--- config.mk ---
export PLATFORM = sky130hd
export DESIGN_NAME = sq_sum_pipeline
export DESIGN_NICKNAME = d
export VERILOG_FILES = /design/src/rtl/sq_sum_pipeline.sv
export SDC_FILE = /design/constraint.sdc
export NUM_CORES = 1
export LEC_CHECK = 0
export ABC_AREA = 0
export CAP_MARGIN = 20
export CORE_ASPECT_RATIO = 1.75
export CORE_MARGIN = 1.5
export CORE_UTILIZATION = 45
export CTS_BUF_LIST = sky130_fd_sc_hd__clkbuf_4 sky130_fd_sc_hd__clkbuf_8
export DETAILED_ROUTE_END_ITERATION = 16
export PLACE_DENSITY = 0.69
export SYNTH_ARGS = -nofsm -noshare
export SYNTH_HDL_FRONTEND = slang
export SYNTH_SLANG_ARGS = --single-unit
--- constraint.sdc ---
create_clock -name clk -period 5 [get_ports clk]
set_clock_uncertainty 0.15 [all_clocks]
set_input_delay 0.75 -clock clk [delete_from_list [all_inputs] [get_ports clk]]
set_output_delay 0.75 -clock clk [all_outputs]
set_load 0.01 [all_outputs]
--- src/rtl/sq_sum_pipeline.sv ---
// sq_sum_pipeline: NCH-channel signed square-and-sum pipeline with valid/ready backpressure
// and a completed-transaction counter. Define SQ_THRESH_EN to add the thresh/out_hit compare.

module sq_sum_pipeline #(
    parameter int IN_W   = 9,
    parameter int NCH    = 2,
    parameter int STAGES = 2,
    parameter int OUT_W  = (NCH == 1) ? 2 * IN_W : 2 * IN_W + $clog2(NCH),
    parameter int CNT_W  = 16
) (
    input  logic                   clk,
    input  logic                   rst,
    input  logic                   in_valid,
    output logic                   in_ready,
    input  logic [NCH*IN_W-1:0]    in_data,
`ifdef SQ_THRESH_EN
    input  logic [OUT_W-1:0]       thresh,
    output logic                   out_hit,
`endif
    output logic                   out_valid,
    input  logic                   out_ready,
    output logic [NCH*2*IN_W-1:0]  out_sq,
    output logic [OUT_W-1:0]       out_sum,
    output logic [CNT_W-1:0]       out_cnt
);

    localparam int SQ_W  = 2 * IN_W;
    localparam int ALL_W = NCH * SQ_W;

    // Sign-extend before multiplying so the most-negative input squares without overflow.
    function automatic logic [SQ_W-1:0] square(input logic [IN_W-1:0] x);
        logic signed [SQ_W-1:0] xe;
        xe = {{IN_W{x[IN_W-1]}}, x};
        square = xe * xe;
    endfunction

    logic               en_s;
    logic [NCH*IN_W-1:0] in_r;
    logic               v0_r;
    logic [ALL_W-1:0]   sq_s;
    logic [ALL_W-1:0]   sq_r [STAGES];
    logic [STAGES-1:0]  v_r;
    logic [OUT_W-1:0]   sum_s;

    assign en_s     = out_ready | ~out_valid;
    assign in_ready = en_s & ~rst;

    // Stage 0: capture the accepted transaction.
    always_ff @(posedge clk or posedge rst) begin
        if (rst) begin
            in_r <= '0;
            v0_r <= 1'b0;
        end else if (en_s) begin
            in_r <= in_data;
            v0_r <= in_valid;
        end
    end

    // Per-channel squares of the stage-0 data.
    always_comb begin
        sq_s = '0;
        for (int i = 0; i < NCH; i++) begin
            sq_s[i*SQ_W +: SQ_W] = square(in_r[i*IN_W +: IN_W]);
        end
    end

    // Stage 1 registers the squares; later stages only delay them.
    always_ff @(posedge clk or posedge rst) begin
        if (rst) begin
            for (int k = 0; k < STAGES; k++) begin
                sq_r[k] <= '0;
            end
            v_r <= '0;
        end else if (en_s) begin
            sq_r[0] <= sq_s;
            v_r[0]  <= v0_r;
            for (int k = 1; k < STAGES; k++) begin
                sq_r[k] <= sq_r[k-1];
                v_r[k]  <= v_r[k-1];
            end
        end
    end

    // Zero-extended sum of the last delay stage's squares.
    always_comb begin
        sum_s = '0;
        for (int i = 0; i < NCH; i++) begin
            sum_s = sum_s + OUT_W'(sq_r[STAGES-1][i*SQ_W +: SQ_W]);
        end
    end

    // Final stage: out_sq and out_sum register together so they share a transaction.
    always_ff @(posedge clk or posedge rst) begin
        if (rst) begin
            out_sq    <= '0;
            out_sum   <= '0;
            out_valid <= 1'b0;
        end else if (en_s) begin
            out_sq    <= sq_r[STAGES-1];
            out_sum   <= sum_s;
            out_valid <= v_r[STAGES-1];
        end
    end

    // Completed output handshakes, wrapping at 2^CNT_W.
    always_ff @(posedge clk or posedge rst) begin
        if (rst) begin
            out_cnt <= '0;
        end else if (out_valid & out_ready) begin
            out_cnt <= out_cnt + CNT_W'(1);
        end
    end

`ifdef SQ_THRESH_EN
    logic [OUT_W-1:0] th0_r;
    logic [OUT_W-1:0] th_r [STAGES];

    // Threshold travels alongside its transaction and is compared in the final stage.
    always_ff @(posedge clk or posedge rst) begin
        if (rst) begin
            th0_r <= '0;
            for (int k = 0; k < STAGES; k++) begin
                th_r[k] <= '0;
            end
            out_hit <= 1'b0;
        end else if (en_s) begin
            th0_r   <= thresh;
            th_r[0] <= th0_r;
            for (int k = 1; k < STAGES; k++) begin
                th_r[k] <= th_r[k-1];
            end
            out_hit <= (sum_s < th_r[STAGES-1]);
        end
    end
`endif

endmodule

* Yosys cells after proc, flatten, opt, wreduce, memory -nomap -nowiden
Index checks and enable logic that the tools add are counted.
** Storage, ports and cells
- Register bits after elaboration :: 165
- Logic and storage cells :: 18
- Output and inout bits :: 73
- Input port bits :: 22
** Operators by class
- Multipliers :: 2
- $add $sub $neg :: 2
- Bitwise gates (word level) :: 5
** Operators with widths (number)
- $mul A9 B9 Y18 :: 2
- $add A18 B18 Y19 :: 1
- $add A16 B1 Y16 const B :: 1
- $and A1 B1 Y1 :: 2
- $not A1 Y1 :: 2
- $or A1 B1 Y1 :: 1

* Longest topological paths before layout
Gate-level depths: netlist of the first run.
- Word-level depth :: 3
- Depth in mapped cells :: 21
- Depth with buffers taken out :: 20

* Least setup slack after synthesis of the first run
Ideal clock, no wire load.
- Path kind :: reg2reg
- From :: register in_r[8]
- To :: register sq_r[51] (netlist bit)
- Data required time :: 4.730 ns
- Period minus slack after synthesis :: 5.261 ns
- Setup time :: 0.120 ns
- Cell stages (with the launch flop) :: 19
- Path slack :: -0.261 ns
- Buffers on the path :: 1
- Data arrival time :: 4.991 ns
- Cell sequence :: dfrtp_1 clkbuf_1 and2_1 fa_1 inv_1 fa_1 inv_1 fa_1 inv_1 fa_1 inv_1 ha_1 ha_1 o21a_1 o21ai_0 a221oi_1 o21a_1 or3_1 a31o_1
** Between the ends
- Word-level cells in the longest chain between the ends :: 1
** Ends and longest elaborated chain
- start: declaration :: line 38 : logic [NCH*IN_W-1:0] in_r;
- start signal: assignment :: line 54 : in_r <= in_data;
- $mul A9 B9 Y18 :: line 34 : square = xe * xe;
- end signal: indexed assignment :: line 78 : sq_r[k] <= sq_r[k-1];
- end: declaration :: line 41 : logic [ALL_W-1:0] sq_r [STAGES];
No other way between the ends.
A chain may end at the register's enable or synchronous reset.

* Worst setup path in the final report of the first run
- From :: register in_r[6]
- To :: register sq_r[51] (netlist bit)
The elaborated chain is that of the path after synthesis.

==> impl_metrics.ini, run 1 <==
[routing]
drcViolationCount = 0
wl_per_cell_um = 14.34
vias = 8931
antenna_left = 0
viasPerCell = 4.964
drt_iter0_drc = 472
dr.pass1.iters = 4
wl_mm = 25.79

[synth]
async_reset_ff_frac = 1.000
synth_edf_count = 0
synthTopCellsByArea = dfrtp_1 (33%), fa_1 (20%), nand2_1 (12%), ha_1 (10%), inv_1 (5.7%)
yosysTopAreaCell = dfrtp_1
ys_warn_count = 0
synth_area_um2 = 12040
synth-main-ff-cell = dfrtp_1
seq_area_frac_synth = 0.3305
postSynthAreaPerCell_um2 = 9.133
ys_types = 52
synth_seq_cells = 159
synth_top_area_share = 0.3305
synth_cells = 1318

[place]
hpwl_mm = 19.88
routabilityCongestion = 0.8727
place_area_um2 = 13730
io_buffer_count = 92
placed_cells = 1749

[cts]
cts_tree = built
clk_pin_slew_ns = 0.09
htree_levels = 4
max-clock-path-buffers = 2
cts_buffers = 17
clock-root-buffer = clkbuf_8
clock-sinks = 159
clkLatencyLatePin_ns = 0.47

[floorplanning]
die_w_um = 126.6
pin_count = 95
core_um2 = 26490
rows = 79
die_h_um = 219.4
die_area_um2 = 27780
floorplan.initialDensity = 0.4544

[layout]
final_area_um2 = 14540
diodes = 0
fill_cells = 2369
layout-drive-gt1-share = 0.1356
final_nets = 1700
areaGrowthSynthToFinish_pct = 20.82
register_area_um2 = 3991
finalNonFillerCells = 1799
multi_input_area_um2 = 7492

[timing]
tightest_slew_ns = 1.064
min_period_ns = 5.024
max_freq_mhz = 199.0
worst_slack_ns = -0.02411
drv_slew = 0
rsz0062_at_grt = true
slew_headroom = 0.2907
hold_viol_final = 0
post-route-period-util = 1.005
fin_tns_setup_ns = -0.02411
finalSetupViolCount = 1

[worst_setup_path]
path_common_cell = fa_1
cp_slowest_stage_delay_ns = 0.54
timing.rr.start = in_r[6]
timing_worst_setup_path_type = reg2reg
startpoint_type = flop
worstPathCellList = buf_4 -> and2_1 -> ha_1 -> xnor2_2 -> fa_1 -> fa_1 -> inv_1 -> fa_1 -> inv_1 -> ha_4 -> ha_4 -> or3_4 -> nor2_4 -> a221oi_2 -> o21a_1 -> or3_1 -> a31o_1
reg2reg_slack_ns = -0.02
cp.required_ns = 5.21
reg2regPathDepth = 17
worst_path_max_delay_cell = fa_1
crit_path_end_kind = flop
crit_fanout = 6
r2r-end = sq_r[51]
cp.arrival_ns = 5.24

[global_routing]
grt-ovfl-total = 0
first_global_vias = 9347
antenna_found_initial = 0
grt_usage = 0.1979
grt_pass1_wl_mm = 43.64
grt_max_degree = 146

[worst_hold_path]
holdPathStages = 2
min_to = out_sq[15]
worstHoldStart = out_sq[15]
hold_path_class = reg2reg

[run_status]
failed_checks = setup timing
status = complete, but fails checks

[flow_run]
maxCapViolations = 0
[critical path, delay by kind of cell, from the launching register on]
| family | cells | cell delay, ns |
|---|---|---|
| adders and majority gates | 6 | 2.30 |
| and+or+nand+nor | 4 | 1.04 |
| buffers and inverters | 3 | 0.29 |
| xor gates and xnor gates | 1 | 0.20 |
| AOI/OAI and AO/OA | 3 | 0.47 |
| DFF | 1 | 0.46 |
[registers in the layout (all words and copies together), names as in the netlist]
signal	count
in_r	18
out_cnt	16
out_sq	34
out_sum	19
out_valid	1
sq_r	68
v0_r	1
v_r	2
[cell type report]
| class | instances | share of cell area |
|---|---|---|
| well taps | 324 | 0.02787 |
| multi-input cells | 926 | 0.5151 |
| clock inverters | 14 | 0.008345 |
| flip-flops and latches | 159 | 0.2744 |
| repair buffers | 174 | 0.1093 |
| clock buffers | 18 | 0.01703 |
| inverters | 184 | 0.04792 |
[layer usage]
metal / share of wire / vias to the layer above / GRT usage
li1: - / 4365 / -
met1: 0.38 / 4365 / 0.2125
met2: 0.55 / 156 / 0.3780
met3: 0.022 / 45 / 0.02877
met4: 0.041 / 0 / 0.09157
met5: 0 / - / 0
[repair_timing]
item / CTS / global route
hold buffers: 0 / 0
resized for setup: 17 / 73
buffers inserted: 6 / 12
pin swaps: 4 / 39
endpoints found under the setup margin: 9 / 14
[worst max-delay path by stage]
stage               end  cells after the start  startpoint  slack [ns]
3_5_place_dp   sq_r[51]                     18     in_r[2]       -0.18
5_1_grt        sq_r[51]                     17     in_r[6]       -0.17
3_3_place_gp   sq_r[53]                     17     in_r[2]       -0.02
6_report       sq_r[51]                     17     in_r[6]       -0.02
4_1_cts        sq_r[71]                     16    in_r[17]       0.005
2_1_floorplan  sq_r[51]                     20     in_r[3]        -0.1
[layout by cell type (no fill, tap or decap), drive strengths merged, types with 40 or more instances in the layout]
| master | n |
|---|---|
| and2 | 40 |
| dfrtp | 159 |
| ha | 96 |
| buf | 82 |
| fa | 120 |
| o21ai | 46 |
| nand2 | 372 |
| clkdlybuf4s50 | 92 |
| xnor2 | 47 |
| inv | 192 |
[cell usage after synthesis (all sizes together), types with 2 or more instances]
cell type    n
nand2      372
inv        184
dfrtp      159
fa         120
ha          96
xnor2       47
o21ai       46
clkbuf      44
and2        40
nor2        36
a21oi       30
nand2b      15
xor2        15
nor2b       10
nand3        9
a21o         7
nand4        7
nor3         7
or3          7
buf          6
o21a         6
a31oi        5
o21bai       5
o31ai        5
nor4         4
or4          4
a211oi       3
o211ai       3
or2          3
a211o        2
a21boi       2
and3         2
mux2         2
mux2i        2
nand3b       2
[through the flow]
step                utilization  hold WS, ns  worst slack, ns
finish                   0.5490       0.3185         -0.02411
detailed placement       0.5183       0.2972          -0.1787
CTS                      0.5355       0.3190         0.004521
floorplan                     -       0.2800         -0.09880
global route             0.5490       0.3388          -0.1701
global placement         0.5183       0.2896         -0.02442
[cell families after synthesis]
family | share of synthesized area
fa+ha+maj | 0.2993
other cells | 0.0003115
flops | 0.3305
simple gates | 0.1847
compound gates | 0.06288
mux | 0.003534
xor+xnor | 0.04511
buf+inv | 0.07359
Power of run 1 is not shown: default switching activity piles up to over one toggle a cycle in this logic, so the estimate is an artifact.
==> inputs of run 2 (changes only) <==
--- a/config.mk
+++ b/config.mk
@@ -9,10 +9,10 @@
 export CAP_MARGIN = 20
 export CORE_ASPECT_RATIO = 1.75
 export CORE_MARGIN = 1.5
-export CORE_UTILIZATION = 45
+export CORE_UTILIZATION = 55
 export CTS_BUF_LIST = sky130_fd_sc_hd__clkbuf_4 sky130_fd_sc_hd__clkbuf_8
 export DETAILED_ROUTE_END_ITERATION = 16
-export PLACE_DENSITY = 0.69
+export PLACE_DENSITY = 0.81
 export SYNTH_ARGS = -nofsm -noshare
 export SYNTH_HDL_FRONTEND = slang
 export SYNTH_SLANG_ARGS = --single-unit
==> impl_metrics.ini, run 2 (synthesis gave the netlist of run 1 again) <==
[run_status]
status = complete, but fails checks
failed_checks = setup timing

[place]
io_buffer_count = 92
hpwl_mm = 19.96
routabilityCongestion = 0.9208

[worst_setup_path]
crit_fanout = 7
startpoint_type = flop
cp.arrival_ns = 5.24
cp.required_ns = 5.21
timing_worst_setup_path_type = reg2reg
crit_path_end_kind = flop

[timing]
finalSetupViolCount = 2
tightest_slew_ns = 0.8581
rsz0062_at_grt = true
max_freq_mhz = 198.4
slew_headroom = 0.4280
post-route-period-util = 1.008
min_period_ns = 5.039
drv_slew = 0
hold_viol_final = 0
worst_slack_ns = -0.03913

[floorplanning]
rows = 71
die_h_um = 198.7
die_area_um2 = 22820
pin_count = 95
core_um2 = 21500
die_w_um = 114.8
floorplan.initialDensity = 0.5599

[routing]
vias = 9119
drcViolationCount = 0
viasPerCell = 5.181
dr.pass1.iters = 5
wl_mm = 26.55
wl_per_cell_um = 15.08
drt_iter0_drc = 426
antenna_left = 0

[layout]
largest_register_ff_count = 68
layout-drive-gt1-share = 0.1465
fill_cells = 1609
regMostFlops = sq_r
layout_common_cells = nand2_1 (363), inv_1 (165), dfrtp_1 (147), fa_1 (114), clkdlybuf4s50_1 (92)
utilization = 0.6766
final_common_cell = nand2_1
reg.largest.list = sq_r (68), out_sq (34), out_sum (19)
final_nets = 1693
areaGrowthSynthToFinish_pct = 20.84
diodes = 0

[global_routing]
grt_usage = 0.2408
antenna_found_initial = 0
grt_pass1_wl_mm = 42.83
first_global_vias = 9388
grt_max_degree = 134
grt-ovfl-total = 0

[worst_hold_path]
hold_path_class = reg2reg

[cts]
clock-root-buffer = clkbuf_8
cts_tree = built
clk_pin_slew_ns = 0.09
htree_levels = 4
clock-sinks = 159
clkLatencyLatePin_ns = 0.47
cts_buffers = 17
max-clock-path-buffers = 2

[flow_run]
maxCapViolations = 0
[run 2: per-stage QoR]
step | instances | setup TNS (ns) | hold WS, ns | cell area, um^2 | setup WS, ns
finish | 1760 | -0.05492 | 0.3118 | 14550 | -0.03913
global route | 1760 | -0.8668 | 0.3400 | 14550 | -0.2214
CTS | 1748 | 0 | 0.3176 | 14130 | 0.01003
detailed placement | 1711 | -0.3009 | 0.2976 | 13630 | -0.1425
global placement | 1711 | 0 | 0.2912 | 13630 | 0.006103
floorplan | 1319 | -0.09880 | 0.2800 | 12080 | -0.09880
[run 2: timing repair]
item                       in CTS  in global routing
hold buffers                    0                  0
pin swaps                       8                 41
setup endpoints to repair       8                 15
setup buffers                   5                 12
gates resized for setup        28                 87
[run 2: worst paths after layout]
| check | startpoint | to | slack [ns] | cells past startpoint |
|---|---|---|---|---|
| hold / removal | v_r[1] | v_r[1] | 0.31 | 2 |
| min in group asynchronous | rst | sq_r[45] | 0.68 | 2 |
| hold reg to reg | v_r[1] | v_r[1] | 0.31 | 2 |
| setup reg to reg | in_r[2] | sq_r[51] | -0.04 | 16 |
| max in group asynchronous | rst | in_r[14] | 3.14 | 3 |
| setup / recovery | in_r[2] | sq_r[51] | -0.04 | 16 |
[run 2: critical path, stage by stage, from the launching register on]
cell and delay [ns]:
dfrtp_2 0.48, inv_4 0.08, nor2_2 0.13, inv_2 0.07
fa_1 0.53, inv_1 0.05, fa_1 0.55, fa_1 0.46
fa_1 0.54, ha_1 0.34, ha_2 0.23, or3_4 0.37
nor2_4 0.13, a221oi_2 0.07, o21a_1 0.20, or3_1 0.31
a31o_1 0.21
[run 2: layout make-up]
| type | instances | area, um^2 | area share |
|---|---|---|---|
| clock inverters | 10 | 112.6 | 0.007741 |
| inverters | 184 | 701.9 | 0.04825 |
| repair buffers | 167 | 1516 | 0.1042 |
| flip-flops and latches | 159 | 3994 | 0.2746 |
| multi-input cells | 926 | 7572 | 0.5206 |
| clock buffers | 22 | 284.0 | 0.01953 |
| well taps | 292 | 365.4 | 0.02512 |
[run 2: layer usage]
metal	vias to the layer above	track usage	wire length (um)
met5	-	0	0
met3	79	0.03656	831
li1	4349	-	-
met4	0	0.1212	1235
met2	241	0.4591	14790
met1	4450	0.2515	9692
Power of run 2 is left out for the same reason.
==> inputs of run 3 (changes only) <==
--- a/config.mk
+++ b/config.mk
@@ -12,7 +12,8 @@
 export CORE_UTILIZATION = 55
 export CTS_BUF_LIST = sky130_fd_sc_hd__clkbuf_4 sky130_fd_sc_hd__clkbuf_8
 export DETAILED_ROUTE_END_ITERATION = 16
-export PLACE_DENSITY = 0.81
+export HOLD_SLACK_MARGIN = 0.06
+export PLACE_DENSITY = 0.9
 export SYNTH_ARGS = -nofsm -noshare
 export SYNTH_HDL_FRONTEND = slang
 export SYNTH_SLANG_ARGS = --single-unit
==> impl_metrics.ini, run 3 (synthesis gave the netlist of run 1 again) <==
[cts]
htree_levels = 4
cts_buffers = 17
cts_tree = built
max-clock-path-buffers = 2
clk_pin_slew_ns = 0.10
clock-sinks = 159
clkLatencyLatePin_ns = 0.48
clock-root-buffer = clkbuf_8

[floorplanning]
die_area_um2 = 22820
core_um2 = 21500
die_w_um = 114.8
floorplan.initialDensity = 0.5599
die_h_um = 198.7
pin_count = 95
rows = 71

[timing]
max_freq_mhz = 194.5
finalSetupViolCount = 5
tightest_slew_ns = 0.9588
post-route-period-util = 1.028
hold_viol_final = 0
rsz0062_at_grt = true
min_period_ns = 5.142
drv_slew = 0
worst_slack_ns = -0.1417
slew_headroom = 0.3608

[layout]
register_area_um2 = 3991
reg.largest.list = sq_r (68), out_sq (34), out_sum (19)
layout_common_cells = nand2_1 (365), inv_1 (171), dfrtp_1 (149), fa_1 (109), clkdlybuf4s50_1 (92)
diodes = 0
regMostFlops = sq_r
areaGrowthSynthToFinish_pct = 21.09
fill_cells = 1461
largest_register_ff_count = 68
final_nets = 1693
multi_input_area_um2 = 7586
final_common_cell = nand2_1
layout-drive-gt1-share = 0.1458

[global_routing]
grt_max_degree = 146
first_global_vias = 10100
grt_usage = 0.2592
grt_pass1_wl_mm = 46.22
grt-ovfl-total = 0
antenna_found_initial = 0

[routing]
viasPerCell = 5.464
wl_per_cell_um = 17.17
wl_mm = 30.23
drt_iter0_drc = 619
drcViolationCount = 0
dr.pass1.iters = 6
vias = 9616
antenna_left = 0

[worst_setup_path]
critPathBufInv = 5
cpLargestDelayFamily = adder cells
crit_path_end_kind = flop
startpoint_type = flop
cp.required_ns = 5.20
cp.arrival_ns = 5.35
timing_worst_setup_path_type = reg2reg
worst_path_max_delay_cell = fa_2
worstPathCellList = buf_4 -> buf_4 -> and2_1 -> fa_2 -> inv_2 -> fa_1 -> inv_1 -> fa_1 -> fa_1 -> ha_1 -> ha_1 -> inv_1 -> a221oi_2 -> o21a_1 -> or3_1 -> a31o_1
path_common_cell = fa_1
crit_fanout = 5
cp_slowest_stage_delay_ns = 0.58

[worst_hold_path]
hold_path_class = reg2reg

[place]
hpwl_mm = 20.44
io_buffer_count = 92
routabilityCongestion = 0.9159
pre_cts_ws_ns = -0.1722

[run_status]
status = complete, but fails checks
failed_checks = setup timing

[flow_run]
maxCapViolations = 0
run 3: path summary, 6_finish.rpt:
| check | from | end | slack [ns] | cells past startpoint |
|---|---|---|---|---|
| setup / recovery | in_r[5] | sq_r[51] | -0.14 | 16 |
| hold reg to reg | v_r[1] | v_r[1] | 0.31 | 2 |
| hold / removal | v_r[1] | v_r[1] | 0.31 | 2 |
| min in group asynchronous | rst | in_r[4] | 0.66 | 3 |
| setup reg to reg | in_r[5] | sq_r[51] | -0.14 | 16 |
| max in group asynchronous | rst | in_r[17] | 3.52 | 3 |
run 3: routing by layer:
layer | vias up | track usage | wire length [um]
met4 | 0 | 0.1728 | 2394
met3 | 158 | 0.03413 | 1173
li1 | 4350 | - | -
met2 | 366 | 0.4835 | 16310
met1 | 4742 | 0.2652 | 10350
met5 | - | 0 | 0
run 3: worst min-delay path: cells and delay by family (launching register included):
family / cells / cell delay (ns)
and+or+nand+nor: 2 / 0.10
DFF: 1 / 0.35
run 3: per-stage QoR:
stage,std cells,utilization,hold slack (ns),area (um^2),setup TNS [ns]
3_3_place_gp,1704,0.6322,0.2911,13590,0
2_1_floorplan,1319,-,0.2800,12080,-0.09880
6_report,1760,0.6780,0.3148,14580,-0.3526
5_1_grt,1760,0.6780,0.3299,14580,-2.149
3_5_place_dp,1704,0.6322,0.2995,13590,-0.5773
4_1_cts,1747,0.6591,0.3195,14170,-0.01512
run 3: repair_timing:
action                     4_1_cts  5_1_grt
pin swaps                       22       48
cloned                           0        0
setup endpoints to repair       10       15
hold buffers                     0        0
buffers inserted                11       13
gates resized for setup         37       74
run 3: layout make-up:
| class | instances | area share |
|---|---|---|
| clock buffers | 18 | 0.01700 |
| clock inverters | 14 | 0.01073 |
| inverters | 184 | 0.04781 |
| multi-input cells | 926 | 0.5204 |
| flip-flops and latches | 159 | 0.2738 |
| well taps | 292 | 0.02506 |
| repair buffers | 167 | 0.1052 |
Power of run 3 is left out for the same reason.
